===== config.mk =====
export PLATFORM = sky130hd
export DESIGN_NAME = bit_serializer
export DESIGN_NICKNAME = d
export VERILOG_FILES = /design/src/rtl/serial_pkg.sv /design/src/rtl/ser_shift_reg.sv /design/src/rtl/bit_serializer.sv
export SDC_FILE = /design/constraint.sdc
export NUM_CORES = 1
export LEC_CHECK = 0
export CAP_MARGIN = 20
export CORE_MARGIN = 10
export CORE_UTILIZATION = 34
export CTS_CLUSTER_SIZE = 20
export DETAILED_ROUTE_END_ITERATION = 10
export PLACE_DENSITY_LB_ADDON = 0.12
export SLEW_MARGIN = 20
export SYNTH_ARGS = -nofsm -noshare
export SYNTH_HDL_FRONTEND = slang
export SYNTH_SLANG_ARGS = --single-unit

===== constraint.sdc =====
create_clock -name clk -period 2.7 [get_ports clk]
set_clock_uncertainty 0.2 [all_clocks]
set_input_delay 0.27 -clock clk [delete_from_list [all_inputs] [get_ports clk]]
set_output_delay 0.27 -clock clk [all_outputs]
set_load 0.005 [all_outputs]

===== src/rtl/serial_pkg.sv =====
`default_nettype none
// +-----------------------------------------------------------------------+
// | serial_pkg : shared state encoding and default widths for the serial   |
// | link; SER_PARITY_EN adds the PARITY state.   Rev 1.0                   |
// +-----------------------------------------------------------------------+
package serial_pkg;

  localparam int SER_DATA_W_DEF = 8;
  localparam int SER_CNT_W_DEF  = 16;

`ifdef SER_PARITY_EN
  typedef enum logic [1:0] {
    IDLE   = 2'd0,
    SHIFT  = 2'd1,
    PARITY = 2'd2
  } ser_state_e;
`else
  typedef enum logic [1:0] {
    IDLE  = 2'd0,
    SHIFT = 2'd1
  } ser_state_e;
`endif

endpackage
`default_nettype wire


===== src/rtl/ser_shift_reg.sv =====
`default_nettype none
// +-----------------------------------------------------------------------+
// | ser_shift_reg : bidirectional shifter; presents the first bit of the   |
// | word being loaded and the next pending bit of the word in flight.      |
// | Rev 1.0                                                                |
// +-----------------------------------------------------------------------+
module ser_shift_reg
  import serial_pkg::*;
#(
  parameter int DATA_W = SER_DATA_W_DEF
) (
  input  logic              clk,
  input  logic              rst_n,
  input  logic              i_clr,
  input  logic              i_load,
  input  logic              i_shift,
  input  logic [DATA_W-1:0] i_data,
  input  logic              i_msb_first,
  output logic              o_first_bit,
  output logic              o_cur_bit
);

  logic [DATA_W-1:0] r_sreg;
  logic              r_msb_first;

  function automatic logic [DATA_W-1:0] f_shift(input logic [DATA_W-1:0] v,
                                                input logic              msb);
    return msb ? {v[DATA_W-2:0], 1'b0} : {1'b0, v[DATA_W-1:1]};
  endfunction

  // The first bit leaves straight from i_data, so the register holds the
  // word pre-shifted and its output end is always the next bit to send.
  assign o_first_bit = i_msb_first ? i_data[DATA_W-1] : i_data[0];
  assign o_cur_bit   = r_msb_first ? r_sreg[DATA_W-1] : r_sreg[0];

  always_ff @(posedge clk or negedge rst_n) begin
    if (!rst_n) begin
      r_sreg      <= '0;
      r_msb_first <= 1'b0;
    end else if (i_clr) begin
      r_sreg      <= '0;
      r_msb_first <= 1'b0;
    end else if (i_load) begin
      r_sreg      <= f_shift(i_data, i_msb_first);
      r_msb_first <= i_msb_first;
    end else if (i_shift) begin
      r_sreg      <= f_shift(r_sreg, r_msb_first);
    end
  end

endmodule
`default_nettype wire


===== src/rtl/bit_serializer.sv =====
`default_nettype none
// +-----------------------------------------------------------------------+
// | bit_serializer : parallel-to-serial converter with valid/ready input,  |
// | zero-gap word chaining and a completed-word counter.                   |
// | Optional macro SER_PARITY_EN appends an even-parity bit.   Rev 1.0     |
// +-----------------------------------------------------------------------+
module bit_serializer
  import serial_pkg::*;
#(
  parameter int DATA_W = SER_DATA_W_DEF,
  parameter int CNT_W  = SER_CNT_W_DEF
) (
  input  logic              clk,
  input  logic              reset,
  input  logic [DATA_W-1:0] data_in,
  input  logic              data_valid,
  output logic              data_ready,
  input  logic              msb_first,
  input  logic              soft_clr,
  output logic              out_bit,
  output logic              out_valid,
  output logic [CNT_W-1:0]  word_cnt
);

  localparam int                 c_IDX_W    = $clog2(DATA_W + 1);
  localparam logic [c_IDX_W-1:0] c_LAST_IDX = c_IDX_W'(DATA_W - 1);

  ser_state_e         r_state;
  logic [c_IDX_W-1:0] r_idx;
  logic               r_out_bit;
  logic               r_out_valid;
  logic [CNT_W-1:0]   r_word_cnt;

  logic w_last_payload;
  logic w_final;
  logic w_hs;
  logic w_first_bit;
  logic w_cur_bit;

  assign w_last_payload = (r_state == SHIFT) && (r_idx == c_LAST_IDX);

`ifdef SER_PARITY_EN
  logic r_parity;
  assign w_final = (r_state == PARITY);
`else
  assign w_final = w_last_payload;
`endif

  assign data_ready = !soft_clr && ((r_state == IDLE) || w_final);
  assign w_hs       = data_valid && data_ready;

  ser_shift_reg #(
    .DATA_W (DATA_W)
  ) u_shift (
    .clk         (clk),
    .rst_n       (reset),
    .i_clr       (soft_clr),
    .i_load      (w_hs),
    .i_shift     (r_state == SHIFT),
    .i_data      (data_in),
    .i_msb_first (msb_first),
    .o_first_bit (w_first_bit),
    .o_cur_bit   (w_cur_bit)
  );

  always_ff @(posedge clk or negedge reset) begin
    if (!reset) begin
      r_state     <= IDLE;
      r_idx       <= '0;
      r_out_bit   <= 1'b0;
      r_out_valid <= 1'b0;
      r_word_cnt  <= '0;
`ifdef SER_PARITY_EN
      r_parity    <= 1'b0;
`endif
    end else begin
      if (w_final && !soft_clr) begin
        r_word_cnt <= r_word_cnt + CNT_W'(1);
      end

      if (soft_clr) begin
        r_state     <= IDLE;
        r_idx       <= '0;
        r_out_bit   <= 1'b0;
        r_out_valid <= 1'b0;
      end else if (w_hs) begin
        r_state     <= SHIFT;
        r_idx       <= '0;
        r_out_bit   <= w_first_bit;
        r_out_valid <= 1'b1;
`ifdef SER_PARITY_EN
        r_parity    <= ^data_in;
`endif
      end else begin
        case (r_state)
          SHIFT: begin
            if (w_last_payload) begin
              r_idx       <= '0;
`ifdef SER_PARITY_EN
              r_state     <= PARITY;
              r_out_bit   <= r_parity;
              r_out_valid <= 1'b1;
`else
              r_state     <= IDLE;
              r_out_bit   <= 1'b0;
              r_out_valid <= 1'b0;
`endif
            end else begin
              r_idx       <= r_idx + c_IDX_W'(1);
              r_out_bit   <= w_cur_bit;
              r_out_valid <= 1'b1;
            end
          end
`ifdef SER_PARITY_EN
          PARITY: begin
            r_state     <= IDLE;
            r_out_bit   <= 1'b0;
            r_out_valid <= 1'b0;
          end
`endif
          default: begin
            r_state     <= IDLE;
            r_idx       <= '0;
            r_out_bit   <= 1'b0;
            r_out_valid <= 1'b0;
          end
        endcase
      end
    end
  end

  assign out_bit   = r_out_bit;
  assign out_valid = r_out_valid;
  assign word_cnt  = r_word_cnt;

endmodule
`default_nettype wire


==> impl_results.md <==
* Total gr overflow at 0
* CTS Hold Bufs at 0
* CTS HTree Levels at 2
* Rel. slew slack at a little over three fifths
* Peak VDD IR at 0.1726 mV
* Post-synthesis sequential area ratio at 49.19%
* R2R setup slack at 780 ps
* Pins Over Slew Limit at 0
* Routability cong. at 0.7066
* Vias in the first global route at 1,299
* Share of flip-flops with an asynchronous set or reset at 100.0%
* Yosys top cell by area: dfrtp_1
* Core ar. at 4692 µm²
* Share of post-route cells with drive strength above 1 at 10.16%
* Root buf cell: clkbuf_8
* Clock buffer depth at 2
* Synthesized Nets at 169
* Crit path launch type: flip-flop
* Crit path DAT at about 1800 ps
* Clock Power Share at between 30% and 40%
* Post-CTS setup repair buffer count at 0
* Gate power share at 10.2%
* Vias/cell at 5.054
* Prevailing post-synth register cell: dfrtp_1
* Overall die height at 89.20 µm
* Top cells by area, synth: dfrtp_1, xnor2_1, mux2_2, mux2i_1, nand2_1
* Yosys warnings at 0
* Final instance area at 2064 µm²
* Largest net degree at the start of global routing at 33
* Avg WL per Cell at 14.76 µm
* Overall power at about 0.001 W
* Top-count cell post-synth: dfrtp_1
* Sw Ratio at 24.95%
* Yosys cell types at 32
* Slowest stage cell on the critical path: clkdlybuf4s50_1
* Psw at roughly 0.00025 W
* Flop pwr share at about half
* Post-cts sizing count at 0
* CP bufs+invs at 1
* CP Max Fanout at 8
* Final #Nets at between 200 and 250
* Global Route Usage Sum at around a tenth
* Drt total wl at between 3000 and 4000 µm
* Synthesized cell area at 1628 µm²
* Setup Viol. Count Final at 0
* Hold Vio Cnt, Final at 0
* 1st-iter DRT viols at 23
* Clk sink count at 32
* Number of synthesized flops with an enable pin at 0
* Post-synthesis cell count at 154
* First-pass GRT wire length at between 6000 and 7000 µm
* Vias at ~1,200
* Commonest cells post-synth: dfrtp_1, nand2_1, xnor2_1
* Num rows at 25
* Synth Register Bits at 32
* Fill count at 459
* Die X at 89.20 µm
* Required time of the critical path at 2230 ps
* Antenna Cells at 0
* DRT Pass-1 Iters at 4
* Starting Density at between 30% and 40%
* Die ar. at 7956 µm²
* CTS tree: done
* Setup TNS at 0 ps
* Clk_lat worst skew at slightly below 300 ps
* Avg Cell Area, Syn at approximately 11 µm²
* Core Util, Final at 44.00%
* Internal at between 0.0007 and 0.0008 W
* Achievable Freq at 442.7 MHz
* Crit path capture type: primary output
* Final Cycle Share at 83.66%
* Worst Max-Slew Pin Slew at around 560 ps
* Drt drc at 0
* Cell Chain, Critical Path: ha_1 > nand3b_4 > a21oi_1 > clkdlybuf4s50_1
* DP Area at 1972 µm²
* I/O pin count at 32
* Cts bufs inserted at 5
* RSZ-0062 raised after global routing: false
* Yosys top cell area share at 49.19%
* Max incr delay on CP at 520 ps
* Initial antenna violation count at 0
* CP top delay family: buffers and inverters
* Crit Path Category: flip-flop to primary output
* Max-capacitance violation count at 0
* LEAKAGE at 0.9017 nW
* IO Port Bufs at 31
* Area Overhead vs Synth at 26.83%
* Final ANT Viol Nets at 0
* Worst Hold Class: input port to async pin
* Pwr/cell area at 490.0 nW/µm²
* Clock period minus worst slack at 2259 ps
* Clock transition at path regs at 70 ps
* Dpl hpwl at between 2000 and 3000 µm
* Status: finished, final reports clean
==> final cells by class <==
| cell class | count | area, µm² | area share (%) |
|---|---|---|---|
| Multi-Input combinational cell | 114 | 782.0 | 37.88 |
| Timing Repair Buffer | 32 | 317.8 | 15.39 |
| Inverter | 1 | 3.754 | 0.1818 |
| Tap cell | 54 | 67.56 | 3.273 |
| Clock inverter | 2 | 10.01 | 0.4848 |
| Clock buffer | 6 | 82.58 | 4.000 |
| Sequential cell | 32 | 800.8 | 38.79 |
==> final timing paths <==
kind / from / endpoint / depth (start not counted)
setup / recovery: r_idx[0] / data_ready / 4
hold / removal: reset / word_cnt[5] / 2
setup reg to reg: r_idx[0] / u_shift.r_sreg[7] / 5
hold reg to reg: r_idx[0] / r_idx[0] / 1
max in group asynchronous: reset / out_valid / 2
min in group clk: r_idx[0] / r_idx[0] / 1
==> registers in the layout (all words and copies together) (netlist names) <==
register	cells
r_idx	4
u_shift.r_msb_first	1
out_valid	1
out_bit	1
word_cnt	16
u_shift.r_sreg	8
r_state	1
==> layout by cell type (no fill, tap or decap), types with 7 or more instances in the layout <==
cell	Yosys	routed
clkdlybuf4s50_1	0	31
dfrtp_1	32	32
nand3_1	7	7
a31oi_1	7	7
mux2i_1	7	7
mux2_2	7	7
or3_1	7	7
xnor2_1	14	14
nand2_1	16	16
nor2_1	13	13
==> power by group through the flow <==
stage	clock network (W)	registers (W)	logic, W
floorplan	0	0.000521	0.0000655
global placement	0	0.000529	0.000103
detailed placement	0	0.000530	0.000105
CTS	0.000405	0.000520	0.000105
global route	0.000424	0.000523	0.000118
finish	0.000388	0.000520	0.000103
==> cells by family (layout without fill, tap and decap cells) <==
| family | Yosys count | in the layout | synth area share (%) |
|---|---|---|---|
| flops | 32 | 32 | 49.19 |
| xor+xnor | 16 | 16 | 8.609 |
| compound gates | 15 | 15 | 5.765 |
| mux | 15 | 15 | 9.839 |
| simple gates | 66 | 66 | 22.29 |
| fa+ha+maj | 2 | 2 | 1.537 |
| buf+inv | 8 | 41 | 2.767 |
==> stage by stage <==
step | instances | hold slack, ps | setup WS [ps]
after detailed placement | 233 | 268.0 | 482.0
after floorplan | 154 | -225.6 | 1047
after global placement | 233 | 260.4 | 503.0
after CTS | 241 | 190.2 | 409.7
after global routing | 241 | 223.3 | 337.1
final | 241 | 182.9 | 441.3
==> worst register-to-register path: cells and delay by family (launching register included) <==
family	cells	cell delay (ps)
AND/OR/NAND/NOR	2	380
flip-flops	1	380
adder cells (fa/ha/maj)	1	270
AO/OA/AOI/OAI	2	560
==> per-layer routing <==
layer	track usage, %	share of wire, %
met5	0	0
met4	5.491	2.2
met3	4.467	6.9
met2	16.44	48
met1	11.27	43
Note: power is estimated with default switching activity, not from simulation.
